===== src/rtl/mips_pc_pkg.sv =====
// Shared types and constants for the PC fetch unit.
package mips_pc_pkg;

  typedef enum logic [1:0] {
    StBoot,
    StFetch,
    StHold,
    StErr
  } fetch_state_e;

  typedef enum logic [1:0] {
    RdSeq,
    RdBr,
    RdJ,
    RdJr
  } redir_e;

  localparam logic [31:0] PC_INC = 32'd4;

endpackage


===== src/rtl/next_pc_sel.sv =====
// Combinational next-PC target selection with redirect priority and alignment check.
module next_pc_sel
  import mips_pc_pkg::*;
(
  input  logic [31:0] pc_plus4,
  input  logic        branch_taken,
  input  logic [31:0] branch_addr,
  input  logic        jump,
  input  logic [27:0] jump_addr,
  input  logic        jump_reg,
  input  logic [31:0] jr_addr,
  input  logic        pend_valid,
  input  logic [31:0] pend_target,
  output logic        live_redir,
  output logic [31:0] live_target,
  output logic [31:0] target,
  output logic        misaligned
);

  redir_e live_kind;

  always_comb begin
    live_kind = RdSeq;
    if (jump_reg) begin
      live_kind = RdJr;
    end else if (jump) begin
      live_kind = RdJ;
    end else if (branch_taken) begin
      live_kind = RdBr;
    end
  end

  always_comb begin
    live_target = pc_plus4;
    unique case (live_kind)
      RdJr:    live_target = jr_addr;
      RdJ:     live_target = {pc_plus4[31:28], jump_addr};
      RdBr:    live_target = pc_plus4 + (branch_addr << 2);
      default: live_target = pc_plus4;
    endcase
  end

  assign live_redir = (live_kind != RdSeq);

  // A redirect in the advance cycle itself beats anything already pending.
  assign target     = live_redir ? live_target : (pend_valid ? pend_target : pc_plus4);
  assign misaligned = (target[1:0] != 2'b00);

endmodule


===== src/rtl/pc_fetch_unit.sv =====
// MIPS-style PC register and instruction fetch FSM with pending redirect and fetch timeout.
module pc_fetch_unit
  import mips_pc_pkg::*;
#(
  parameter logic [31:0] RESET_VECTOR = 32'h0000_0000,
  parameter logic [7:0]  IMEM_TIMEOUT = 8'd0
) (
  input  logic        clk,
  input  logic        rst_n,
  input  logic        stall,
  input  logic        branch_taken,
  input  logic [31:0] branch_addr,
  input  logic        jump,
  input  logic [27:0] jump_addr,
  input  logic        jump_reg,
  input  logic [31:0] jr_addr,
  input  logic        imem_ack,
  output logic        imem_req,
  output logic [31:0] imem_addr,
  output logic [31:0] pc,
  output logic [31:0] pc_plus4,
  output logic        instr_valid,
  output logic        addr_err
);

  fetch_state_e state_q, state_d;
  logic [31:0]  pc_q, pc_d;
  logic         pend_valid_q, pend_valid_d;
  logic [31:0]  pend_target_q, pend_target_d;
  logic [7:0]   to_cnt_q, to_cnt_d;
  logic         addr_err_q, addr_err_d;

  logic         advance;
  logic         live_redir;
  logic [31:0]  live_target;
  logic [31:0]  target;
  logic         misaligned;

  assign pc        = pc_q;
  assign imem_addr = pc_q;
  assign pc_plus4  = pc_q + PC_INC;
  assign addr_err  = addr_err_q;

  next_pc_sel u_next_pc_sel (
    .pc_plus4     (pc_plus4),
    .branch_taken (branch_taken),
    .branch_addr  (branch_addr),
    .jump         (jump),
    .jump_addr    (jump_addr),
    .jump_reg     (jump_reg),
    .jr_addr      (jr_addr),
    .pend_valid   (pend_valid_q),
    .pend_target  (pend_target_q),
    .live_redir   (live_redir),
    .live_target  (live_target),
    .target       (target),
    .misaligned   (misaligned)
  );

  always_comb begin
    state_d       = state_q;
    pc_d          = pc_q;
    pend_valid_d  = pend_valid_q;
    pend_target_d = pend_target_q;
    to_cnt_d      = to_cnt_q;
    addr_err_d    = addr_err_q;
    imem_req      = 1'b0;
    instr_valid   = 1'b0;
    advance       = 1'b0;

    unique case (state_q)
      StBoot: state_d = StFetch;
      StFetch: begin
        imem_req = 1'b1;
        if (imem_ack) begin
          instr_valid = 1'b1;
          to_cnt_d    = 8'd0;
          if (stall) begin
            state_d = StHold;
          end else begin
            advance = 1'b1;
          end
        end else if (IMEM_TIMEOUT != 8'd0) begin
          if (to_cnt_q + 8'd1 == IMEM_TIMEOUT) begin
            addr_err_d = 1'b1;
            state_d    = StErr;
            to_cnt_d   = 8'd0;
          end else begin
            to_cnt_d = to_cnt_q + 8'd1;
          end
        end
      end
      StHold: begin
        if (!stall) begin
          advance = 1'b1;
          state_d = StFetch;
        end
      end
      default: ;
    endcase

    if (advance) begin
      if (misaligned) begin
        addr_err_d = 1'b1;
        state_d    = StErr;
      end else begin
        pc_d = target;
      end
      pend_valid_d = 1'b0;
    end else if (live_redir && state_q != StErr) begin
      pend_valid_d  = 1'b1;
      pend_target_d = live_target;
    end
  end

  always_ff @(posedge clk or negedge rst_n) begin
    if (!rst_n) begin
      state_q       <= StBoot;
      pc_q          <= RESET_VECTOR;
      pend_valid_q  <= 1'b0;
      pend_target_q <= 32'h0;
      to_cnt_q      <= 8'd0;
      addr_err_q    <= 1'b0;
    end else begin
      state_q       <= state_d;
      pc_q          <= pc_d;
      pend_valid_q  <= pend_valid_d;
      pend_target_q <= pend_target_d;
      to_cnt_q      <= to_cnt_d;
      addr_err_q    <= addr_err_d;
    end
  end

endmodule


===== config.mk =====
export PLATFORM = sky130hd
export DESIGN_NAME = pc_fetch_unit
export DESIGN_NICKNAME = d
export VERILOG_FILES = /design/src/rtl/mips_pc_pkg.sv /design/src/rtl/next_pc_sel.sv /design/src/rtl/pc_fetch_unit.sv
export SDC_FILE = /design/constraint.sdc
export NUM_CORES = 1
export LEC_CHECK = 0
export BUFFER_PORTS_ARGS = -buffer_cell sky130_fd_sc_hd__buf_4
export CAP_MARGIN = 30
export CORE_ASPECT_RATIO = 1.2
export CORE_MARGIN = 2
export CORE_UTILIZATION = 40
export CTS_CLUSTER_SIZE = 20
export DETAILED_ROUTE_END_ITERATION = 7
export HOLD_SLACK_MARGIN = 0.06
export PLACE_DENSITY_LB_ADDON = 0.08
export SLEW_MARGIN = 5
export SYNTH_ARGS = -nofsm -noshare
export SYNTH_HDL_FRONTEND = slang
export SYNTH_SLANG_ARGS = --single-unit

===== constraint.sdc =====
create_clock -name clk -period 7.8 [get_ports clk]
set_input_delay 1.95 -clock clk [delete_from_list [all_inputs] [get_ports clk]]
set_output_delay 1.95 -clock clk [all_outputs]
set_load 0.01 [all_outputs]

Yosys cells after proc, flatten, opt, wreduce, memory -nomap -nowiden
Cells that the tools add are included.
Operators by class
  equal/unequal tests: 6
  bitwise logic cells: 2
  multiplexer cells: 20
  reduce and logical (&&, ||, !) cells: 8
  add/subtract/negate cells: 2
Operator list (count)
  $pmux W32 S3: 1
  $mux W32: 2
  $add A32 B3 Y32 const B: 1
  $add A32 B32 Y32: 1
  $mux W2: 7
  $mux W1: 8
  $eq A2 B2 Y1 const B: 3
  $pmux W2 S3: 1
  $reduce_and A2 Y1: 3
  $reduce_bool A2 Y1: 3
  $eq A2 B1 Y1 const B: 2
  $logic_not A2 Y1: 1
  $ne A2 B2 Y1 const B: 1
  $not A1 Y1: 2
  $pmux W1 S2: 1
  $logic_and A1 B1 Y1: 1
Storage, ports and cells
  output and inout port bits: 99
  register bits: 68

Depth between registers and ports, before layout
Gate-level depths: netlist of the first run.
  depth in word-level cells: 9
  depth in mapped cells: 16
  gate-level depth less buffers: 15

By module
Synthesis of the first run repeated with hierarchy kept, for this count alone.
Second synthesis, totals
  cell total of the unflattened synthesis: 812
  area, all modules: 6889.1 um^2
By module, submodules not included
  pc_fetch_unit: area an instance 3493.4 um^2, sequential area each 1701.6 um^2, times used 1, cells an instance 285
  next_pc_sel: area an instance 3395.8 um^2, sequential area each 0.0 um^2, times used 1, cells an instance 527

Least setup slack after synthesis of the first run
Ideal clock, no wire load.
  path kind: input-to-reg
  start: in branch_addr[1]
  end: reg pc_q[21], in the netlist imem_addr[21]
  stages on the path: 8
  path buffers: 0
  required time: 7.659 ns
  slack: 3.695 ns
  arrival: 3.964 ns
  setup time: 0.141 ns
  cell sequence: ha_1 -> a211oi_1 -> o21ai_0 -> a221oi_1 -> o22ai_1 -> xor2_1 -> a222oi_1 -> a31oi_1
Between the ends
  word-level cells in the longest chain between the ends: 3
RTL lines
  start, declared: line pc_fetch_unit.sv:12  | input logic [31:0] branch_addr,
  $add A32 B32 Y32: line next_pc_sel.sv:38  | RdBr: live_target = pc_plus4 + (branch_addr << 2);
  $pmux W32 S3: line next_pc_sel.sv:35  | unique case (live_kind)
  $mux W32: line next_pc_sel.sv:46  | assign target = live_redir ? live_target : (pend_valid ? pend_target : pc_plus4);
  end signal, assigned: line pc_fetch_unit.sv:126  | pc_q <= pc_d;
  end, declared: line pc_fetch_unit.sv:27  | logic [31:0] pc_q, pc_d;
Every way passes these cells.
A chain may end at the register's enable or synchronous reset.

Final worst setup path of the first run
  start: reg pc_q[4], in the netlist imem_addr[4]
  end: out pc_plus4[19]
Between the ends
  word-level cells in the longest chain between the ends: 1
RTL lines
  $add A32 B3 Y32: line pc_fetch_unit.sv:41  | assign pc_plus4 = pc_q + PC_INC;
  end, declared: line pc_fetch_unit.sv:21  | output logic [31:0] pc_plus4,
Every way passes these cells.

==> run metrics, run 1 <==
outcome finished, final reports clean; Hold Slack 0.471 ns; Synth warnings 0; LEAKAGE 0.00356 uW; vias after detailed routing 6446; DIE WIDTH roughly 120 um; CP Class register to output port; Post-synth EDFFs 0; Startpoint Class register; DR iter-0 viols 585; Worst VDD drop 0.181 mV; setup TNS 0 ns; TritonCTS clock tree done; Power Dens Cells 406 mW/mm2; RePlAce Congestion 0.878; Synth Net Count between 900 and 1000; number of hold violations in the final report 0; gr usage total 25.1%; Final nets 1055; cts bufs inserted 9; full die area 0.0165 mm2; Mapped Cells 773; Initial Utilization 41.2%; pre-CTS WS between 2 and 3 ns; vias in the first global route 6287; netlist area before placement between 0.006 and 0.007 mm2; largest net degree at the start of global routing 69; Slew Limit Headroom 48.1%; Slew @ Worst Pin 0.778 ns; routed vias/inst 5.73; post-synthesis register bit count slightly below 70; initial antenna violation count 0; Resized Gates After CTS 0; Fillers 1500; post-synthesis area per instance 8.03 um2; DR pass1 iterations 7; Cell variety after synth 77; postcts setup bufs 0; hold buffers post-CTS 0; worst reg2reg path depth 13; MaxCap Viol Count 0; final wirelength approximately 21 mm; sequential share of the synthesized area 27.4%; CP Capture Type output port; clock slew at reported path FFs 0.06 ns; Pins Over Slew Limit 0; Inserted Diodes 0; endpoints failing setup 0; layout cells sized above 1 26.0%; Tcrit/Tclk final 60.9%; number of I/O pins 198; antenna viol nets, final 0; post-DP HPWL 15.8 mm; Critical Path RT roughly 6 ns; CTS sink cnt 68; routed length per placed instance around 19 um; share of flip-flops with an asynchronous set or reset 100%; Clk Latency, worst-skew pair between 0.3 and 0.4 ns; non-filler cells, final 1125; std cell rows 49; Max clock buf depth 2; DRC viols 0; Setup Skew between 0.005 and 0.006 ns; min cycle time layout 4.75 ns; Tightest Hold Check Type register to register; core area 0.0151 mm2; final worst slack 3.05 ns; area growth from synthesis to layout 26.8%; gr ovfl total 0; Clock Tree Root clkbuf_16; WP data arrival roughly 2.8 ns; first-pass GRT wire length 33.1 mm; Die Ht 140 um; f_max about 210 MHz; Crit Path Max Fanout 9; IO Port Bufs 195; RSZ-0062 raised after global routing false; Top FF cell, synth dfrtp_1; placed insts 1109; WHS Path Cells 2; H-tree depth 3
layout by cell type (no fill, tap or decap), drive strengths merged, types with 3 or more instances in the layout:
master  synthesis  final
and4            5      5
dfrtp          68     68
clkbuf         34     13
nor4            5      5
o211ai         18     18
and3           12     12
a221oi          5      5
xnor2          27     27
a31oi          33     33
or3             9      9
o22ai           3      3
nand2          73     73
nor3           14     14
nor2b           9      9
o21ai          76     76
nand3          24     24
a22o            7      7
nand2b         20     20
a221o           5      5
a222oi          8      8
o21a            6      6
nor2           55     55
ha             38     38
a21oi          53     53
inv            24     24
nand4          11     11
a21o           16     16
buf            36    204
mux2i           5      5
xor2           19     19
and2            5      5
a211oi         11     11
Yosys cell counts, drive strengths merged, types with 3 or more instances:
| master | instances | area share, % |
|---|---|---|
| a211oi | 11 | 1.3 |
| a21o | 16 | 1.9 |
| a21oi | 53 | 4.3 |
| a221o | 5 | 0.81 |
| a221oi | 5 | 0.71 |
| a222oi | 8 | 1.3 |
| a22o | 7 | 1.0 |
| a31oi | 33 | 3.3 |
| and2 | 5 | 0.50 |
| and3 | 12 | 1.2 |
| and4 | 5 | 0.79 |
| buf | 36 | 4.4 |
| clkbuf | 34 | 2.4 |
| dfrtp | 68 | 27 |
| ha | 38 | 7.7 |
| inv | 24 | 1.5 |
| mux2i | 5 | 0.81 |
| nand2 | 73 | 4.4 |
| nand2b | 20 | 2.0 |
| nand3 | 24 | 2.0 |
| nand4 | 11 | 1.2 |
| nor2 | 55 | 3.4 |
| nor2b | 9 | 0.91 |
| nor3 | 14 | 1.3 |
| nor4 | 5 | 0.99 |
| o211ai | 18 | 2.2 |
| o21a | 6 | 0.73 |
| o21ai | 76 | 6.1 |
| o22ai | 3 | 0.30 |
| or3 | 9 | 0.99 |
| xnor2 | 27 | 3.8 |
| xor2 | 19 | 2.8 |
logic make-up (layout without fill, tap and decap cells):
| family | after synthesis | count (layout) | share of synthesized area [%] |
|---|---|---|---|
| buffers and inverters | 96 | 244 | 8.43 |
| adders and majority gates | 39 | 39 | 7.98 |
| xor gates and xnor gates | 46 | 46 | 6.61 |
| DFF | 68 | 68 | 27.4 |
| muxes | 6 | 6 | 0.988 |
| AOI/OAI and AO/OA | 266 | 266 | 27.5 |
| and+or+nand+nor | 252 | 252 | 21.0 |
through the flow:
stage | utilization, % | instance area, um2 | power, uW
6_report | 52.2 | 7870 | 3200
3_3_place_gp | 50.0 | 7550 | 2750
2_1_floorplan | - | 6210 | 2100
3_5_place_dp | 50.3 | 7580 | 2800
5_1_grt | 52.2 | 7870 | 3440
4_1_cts | 52.0 | 7850 | 3190
where the power goes:
part           switching (uW)  leakage (uW)  internal (uW)
Combinational            1130       0.00263            922
Clock                     157      0.000126            222
Sequential                243      0.000809            523
Total                    1530       0.00356           1670
final timing paths:
| kind | slack (ns) | endpoint | from |
|---|---|---|---|
| worst max register to register | 3.12 | pend_target_q[26] | imem_addr[4] |
| worst min register to register | 0.47 | pend_target_q[12] | pend_target_q[12] |
| min in group asynchronous | 1.40 | pend_target_q[7] | rst_n |
| max in group asynchronous | 5.82 | imem_addr[15] | rst_n |
| worst max-delay path | 3.05 | pc_plus4[19] | imem_addr[4] |
| worst min-delay path | 0.47 | pend_target_q[12] | pend_target_q[12] |
layer usage:
metal	vias up	share of wire [%]	routed length [um]	track usage (%)
met5	-	0	0	0
met4	0	2.4	509	10.0
met3	30	5.3	1130	3.75
met2	248	49	10400	43.1
met1	3054	43	9180	31.6
li1	3114	-	-	-
critical path, cell delays in order, from the launching register on:
cell,delay [ns]
dfrtp_1,0.48
and4_4,0.30
nand3_2,0.25
nor3_1,0.65
nand3_1,0.18
xnor2_1,0.38
buf_4,0.20
sequential cells by signal (all words and copies together), names as in the netlist:
signal and count:
imem_addr 32, addr_err 1, pend_valid_q 1, pend_target_q 32, state_q 2
area by class of cell:
cell class | instances | area [um2] | share of cell area, %
clock inverters | 2 | 12.5 | 0.159
repair buffers | 204 | 1570 | 20.0
inverters | 25 | 93.8 | 1.19
flip-flops and latches | 68 | 1700 | 21.6
multi-input cells | 609 | 3990 | 50.6
clock buffers | 13 | 250 | 3.18
well taps | 204 | 255 | 3.24
No activity file was read; power rests on OpenSTA's default activity.
==> run 2, diff against run 1 <==
--- a/config.mk
+++ b/config.mk
@@ -5,6 +5,7 @@
 export SDC_FILE = /design/constraint.sdc
 export NUM_CORES = 1
 export LEC_CHECK = 0
+export ABC_AREA = 1
 export BUFFER_PORTS_ARGS = -buffer_cell sky130_fd_sc_hd__buf_4
 export CAP_MARGIN = 30
 export CORE_ASPECT_RATIO = 1.2
==> constraint.sdc (replaced) <==
create_clock -name clk -period 4.85 [get_ports clk]
set_input_delay 1.2125 -clock clk [delete_from_list [all_inputs] [get_ports clk]]
set_output_delay 1.2125 -clock clk [all_outputs]
set_load 0.01 [all_outputs]
==> run 2 against run 1 <==
Effect of this change:
- first-iteration DRC count down 19%
- die area grew 18%
- largest cell class unchanged
- sequential power is 49% higher
- global-route usage is 1.4 points higher
- final area grew 15%
- register-to-register slack worse by 2.1 ns
- critical endpoint is now imem_addr[22]
- largest power group unchanged
- critical path depth is 15 higher
- via count up 26%
- clock skew rose by 0.0025 ns
==> run metrics, run 2 <==
synth top area cells dfrtp_1, nand2_1, inv_1; MaxCap Viol Count 0 (unchanged); full die area 0.0195 mm2 (+18%); CP max stage cell dfrtp_1; f_max between 200 and 300 MHz; Adder-Cell Fraction of Synth Area 6.73% (-1.2 points); Max clock buf depth 2 (unchanged); Tcrit/Tclk final around four fifths; worst-path cell chain ha_1 > nand2_1 > nor3_4 > nand3_2 > nor2_1 > xor2_1 > inv_1 > ha_1 > nand2_1 > nor2_1 > inv_1 > nor2_1 > nand3_1 > nand3_1 > nand2_1 > nand3_1 > nand2_1 > inv_1 > nand2_1 > nand2_1 > inv_1; RePlAce Congestion 0.942 (+7.3%); routed vias/inst 5.00 (-13%); endpoints failing setup 0 (unchanged); Synth Area in Simple Gates 39.1% (+18 points); routed length per placed instance 16.0 um (-15%); post-synthesis area per instance 5.90 um2 (-27%); CP Class register to register; TritonCTS clock tree done; antenna viol nets, final 0 (unchanged); Hold Slack 0.468 ns (-0.00300 ns); postcts setup bufs 0 (unchanged); post-synthesis compound-gate area fraction 13.6% (-14 points); delay of the slowest critical-path stage 0.45 ns (-0.20 ns); DIE WIDTH 128 um (+8.6%); most frequent cells in the layout nand2_1, buf_4, inv_1, nor2_1, nand3_1; CP bufs+invs 4 (+3); Yosys top cell by area dfrtp_1; Mapped Cells 1248 (+61%); CTS sink cnt 68 (unchanged); gr ovfl total 0 (unchanged); DRC viols 0 (unchanged); first-pass GRT wire length 40.4 mm (+22%); Finished Cell Area 0.00909 mm2 (+15%); setup TNS 0 ns (unchanged); clock slew at reported path FFs 0.06 ns (about the same); Slew Limit Headroom 39.4% (-8.7 points); Synth warnings 0 (unchanged); layout cells sized above 1 17.8% (-8.2 points); Crit path max-delay family simple AND/OR/NAND/NOR gates; core area 0.0181 mm2 (+20%); CP Launch Point imem_addr[3]; Resized Gates After CTS 0 (unchanged); main combinational cell family by area after synthesis simple AND/OR/NAND/NOR gates; Clk Latency, worst-skew pair 0.34 ns (about the same); WP data arrival 4.06 ns (+1.26 ns); largest net degree at the start of global routing 69 (unchanged); HP Start addr_err; Synth Area in XOR/XNOR 1.43% (-5.2 points); CP Capture Type register; WHS Path Cells 2 (unchanged); Post-synth top cells nand2_1, inv_1, nor2_1; Initial Utilization 40.6% (-0.53 points); final wirelength 25.9 mm (+22%); post-DP HPWL 20.6 mm (+31%); RSZ-0062 raised after global routing false; min cycle time layout about 3.8 ns; reg2reg setup slack 1.02 ns (-2.10 ns); RR Endpoint imem_addr[22]; Setup Skew 0.00792 ns (+0.00251 ns); DR iter-0 viols 475 (-19%); Worst VDD drop 0.329 mV (+82%); Crit Path Max Fanout 6 (-3); most common cell in the netlist nand2_1; hold buffers post-CTS 0 (unchanged); post-synthesis register bit count 68 (unchanged); vias in the first global route 7707 (+23%); worst hold path endpoint addr_err; gr usage total 26.5% (+1.4 points); IO Port Bufs 195 (unchanged); Clock Tree Root clkbuf_16; sequential share of the synthesized area 23.1% (-4.3 points); Placed Area 0.00873 mm2 (+15%); worst reg2reg path depth 21 (+8); LEAKAGE 0.00503 uW (+41%); Inserted Diodes 0 (unchanged); netlist area before placement 0.00736 mm2 (+19%); initial antenna violation count 0 (unchanged); post-synth top area share 23.1% (-4.3 points); share of flip-flops with an asynchronous set or reset 100% (unchanged); commonest non-fill, non-tap cell in the layout nand2_1; Die Ht 153 um (+8.6%); Final nets 1533 (+45%); post-synthesis mux area share 0% (-0.99 points); Post-synth EDFFs 0 (unchanged); area growth from synthesis to layout 23.6%; Fillers 1957 (+30%); number of I/O pins 198 (unchanged); outcome finished, final reports clean; Synth Net Count 1386 (+52%); number of hold violations in the final report 0 (unchanged); DR pass1 iterations 5 (-2); Pins Over Slew Limit 0 (unchanged); H-tree depth 3 (unchanged); std cell rows 54 (+10%); Top FF cell, synth dfrtp_1; Critical Path Most Common Cell nand2_1; Slew @ Worst Pin 0.909 ns (+0.131 ns); Startpoint Class register; Cell variety after synth 47 (-39%); vias after detailed routing 8114 (+26%); Power Dens Cells 581 mW/mm2 (+43%); Reg2Reg Launch Point imem_addr[3]; Tightest Hold Check Type register to register; cts bufs inserted 9 (unchanged); Critical Path RT 5.08 ns (-0.77 ns)
==> run 2: layout make-up <==
cell class / instances / area (um2) / share of cell area, %
multi-input cells: 912 / 4480 / 49.3
flip-flops and latches: 68 / 1700 / 18.7
repair buffers: 200 / 1520 / 16.7
inverters: 204 / 768 / 8.45
well taps: 224 / 280 / 3.08
clock buffers: 12 / 267 / 2.93
clock inverters: 4 / 70.1 / 0.771
==> run 2: how the worst max path moves through the flow <==
| stage | slack (ns) | depth (start not counted) | endpoint |
|---|---|---|---|
| after detailed placement | 1.06 | 21 | imem_addr[22] |
| after global placement | 1.10 | 21 | imem_addr[22] |
| final | 1.02 | 21 | imem_addr[22] |
| after global routing | 0.68 | 21 | imem_addr[22] |
| after CTS | 1.04 | 21 | imem_addr[22] |
| after floorplan | 1.90 | 19 | imem_addr[21] |
==> run 2: kinds of logic (layout without fill, tap and decap cells) <==
family                     after synthesis  in the layout
AOI/OAI and AO/OA                      173            173
xor gates and xnor gates                12             12
adders and majority gates               39             39
buffers and inverters                  268            420
DFF                                     68             68
and+or+nand+nor                        688            688
==> run 2: tightest hold or removal path, stage by stage, from the launching register on <==
cell	delay, ns
dfrtp_1	0.35
inv_1	0.04
nand2_1	0.05
==> run 2: per-stage QoR <==
stage	utilization, %	power, uW	cells	setup slack, ns
2_1_floorplan	-	3330	1248	1.90
3_3_place_gp	48.2	4500	1607	1.10
3_5_place_dp	48.2	4530	1607	1.06
4_1_cts	50.0	5290	1623	1.04
5_1_grt	50.2	5760	1624	0.677
6_report	50.2	5290	1624	1.02
==> run 2: layer usage <==
layer	up-vias	track usage, %	wire (um)
met1	3677	34.8	11500
met5	-	0	0
li1	4158	-	-
met4	0	7.38	652
met2	250	45.9	12500
met3	29	2.91	1280
==> run 2: report_power, final <==
group	total (uW)	switching, uW	internal [uW]
Combinational	3400	2100	1300
Sequential	1140	320	822
Clock	743	253	491
==> run 3, diff against run 2 <==
==> constraint.sdc (replaced) <==
create_clock -name clk -period 3.8 [get_ports clk]
set_input_delay 0.95 -clock clk [delete_from_list [all_inputs] [get_ports clk]]
set_output_delay 0.95 -clock clk [all_outputs]
set_load 0.01 [all_outputs]
==> run 3 against run 2 <==
Effect of this change:
- clock power is 7.8% higher
- die area is the same
- wire length is 1.2% higher
- cell count increased by 0.80%
- first-iteration DRC count shrank 4.6%
- setup slack got worse by 0.76 ns
- register-to-register slack got worse by 0.76 ns
- critical endpoint is now pend_target_q[29]
- global-route usage up 0.52 points
- sequential power grew 27%
- non-clock buffer count up 13
- total power up 26%
==> run metrics, run 3 (synthesis results as in run 2) <==
cts bufs inserted 9 (unchanged); Final Power 6660 uW (+26%); first-pass GRT wire length 41.0 mm (+1.6%); Final nets 1546 (+0.85%); routed vias/inst 4.99 (about the same); largest net degree at the start of global routing 69 (unchanged); Crit Path Max Fanout 6 (unchanged); pre-CTS WS 0.386 ns (-0.671 ns); layout cells sized above 1 18.3% (+0.54 points); CP Capture Type register; RSZ-0062 raised after global routing false; core area 0.0181 mm2 (unchanged); H-tree depth 3 (unchanged); final wirelength 26.2 mm (+1.2%); min cycle time layout 3.54 ns (-0.292 ns); Die Ht 153 um (unchanged); DRC viols 0 (unchanged); antenna viol nets, final 0 (unchanged); Finished Cell Area 0.00913 mm2 (+0.48%); number of hold violations in the final report 0 (unchanged); outcome finished, final reports clean; Clk Latency, worst-skew pair 0.33 ns (about the same); DR iter-0 viols 453 (-4.6%); CP Launch Point imem_addr[3]; initial antenna violation count 0 (unchanged); std cell rows 54 (unchanged); CP Class register to register; full die area 0.0195 mm2 (unchanged); most frequent cells in the layout nand2_1, buf_4, inv_1, nor2_1, nand3_1; DIE WIDTH 128 um (unchanged); non-filler cells, final 1637 (+0.80%); Tcrit/Tclk final 93.1% (+14 points); Slew Limit Headroom 62.3% (+23 points); postcts setup bufs 0 (unchanged); vias in the first global route 7787 (+1.0%); Max clock buf depth 2 (unchanged); vias after detailed routing 8174 (+0.74%); WP data arrival 3.81 ns (-0.25 ns); Power Dens Cells 729 mW/mm2 (+25%); Slew @ Worst Pin 0.565 ns (-0.344 ns); Pins Over Slew Limit 0 (unchanged); Placed Area 0.00882 mm2 (+1.1%); MaxCap Viol Count 0 (unchanged); CTS sink cnt 68 (unchanged); commonest non-fill, non-tap cell in the layout nand2_1; LEAKAGE 0.00507 uW (+0.73%); RePlAce Congestion 0.932 (-1.0%); gr usage total 27.0% (+0.52 points); post-DP HPWL 21.0 mm (+1.6%); Clock Tree Root clkbuf_16; Critical Path RT 4.07 ns (-1.01 ns); endpoints failing setup 0 (unchanged); setup TNS 0 ns (unchanged); f_max 283 MHz (+8.2%); gr ovfl total 0 (unchanged); Resized Gates After CTS 0 (unchanged); clock slew at reported path FFs 0.06 ns (about the same); Worst VDD drop 0.462 mV (+40%); Initial Utilization 40.6% (unchanged); placed insts 1620 (+0.81%); Startpoint Class register; area growth from synthesis to layout 24.1%; IO Port Bufs 195 (unchanged); Setup Skew 0.00695 ns (-0.000971 ns); DR pass1 iterations 5 (unchanged); Tightest Hold Check Type primary input to async pin; final worst slack 0.262 ns (-0.758 ns); Inserted Diodes 0 (unchanged); TritonCTS clock tree done; Reg2Reg Launch Point imem_addr[3]; number of I/O pins 198 (unchanged); routed length per placed instance 16.0 um (+0.44%); hold buffers post-CTS 0 (unchanged); worst reg2reg path depth 18 (-14%)
## run 3: area by class of cell
class,count,area (um2)
clock inverters,1,5.00
flip-flops and latches,68,1700
inverters,204,768
repair buffers,213,1620
clock buffers,15,278
well taps,224,280
multi-input cells,912,4480
fillers,1946,8970
## run 3: worst max-delay path: stages (launching register included)
cell and delay [ns]:
dfrtp_1 0.45, ha_1 0.22, nand2_1 0.12, nor2_2 0.15, inv_1 0.13, nor3_4 0.25
xor2_1 0.39, ha_1 0.37, nand2_1 0.08, nand2_1 0.07, a21oi_1 0.29, nand3_1 0.24
nand2_1 0.18, nand2_1 0.07, nand2_1 0.06, nand3_1 0.16, nand2_1 0.11, nand2_1 0.05
nand2_1 0.07
## run 3: through the flow
step / util (%) / hold WS, ns
after floorplan: - / 0.442
after global placement: 48.7 / 0.455
after detailed placement: 48.7 / 0.454
after CTS: 50.3 / 0.477
after global routing: 50.4 / 0.402
final: 50.4 / 0.415
## run 3: path summary, 6_finish.rpt
| kind | to | slack [ns] |
|---|---|---|
| max | pend_target_q[29] | 0.26 |
| min | pend_target_q[6] | 0.41 |
| max in group asynchronous | imem_addr[26] | 2.86 |
| min reg2reg | addr_err | 0.48 |
| max reg2reg | pend_target_q[29] | 0.26 |
| min in group clk | addr_err | 0.48 |
## run 3: power by group
group	internal, uW	total, uW	switching [uW]
combinational	1700	4410	2710
clock	495	801	306
sequential	1050	1450	395
total	3240	6660	3410
## run 3: layer usage
metal	wire length [um]	track usage [%]	share of wire, %	up-vias
met1	11700	35.1	45	3739
met3	1130	3.02	4.3	31
met4	586	7.54	2.2	0
met5	0	0	0	-
met2	12800	47.2	49	217
li1	-	-	-	4187
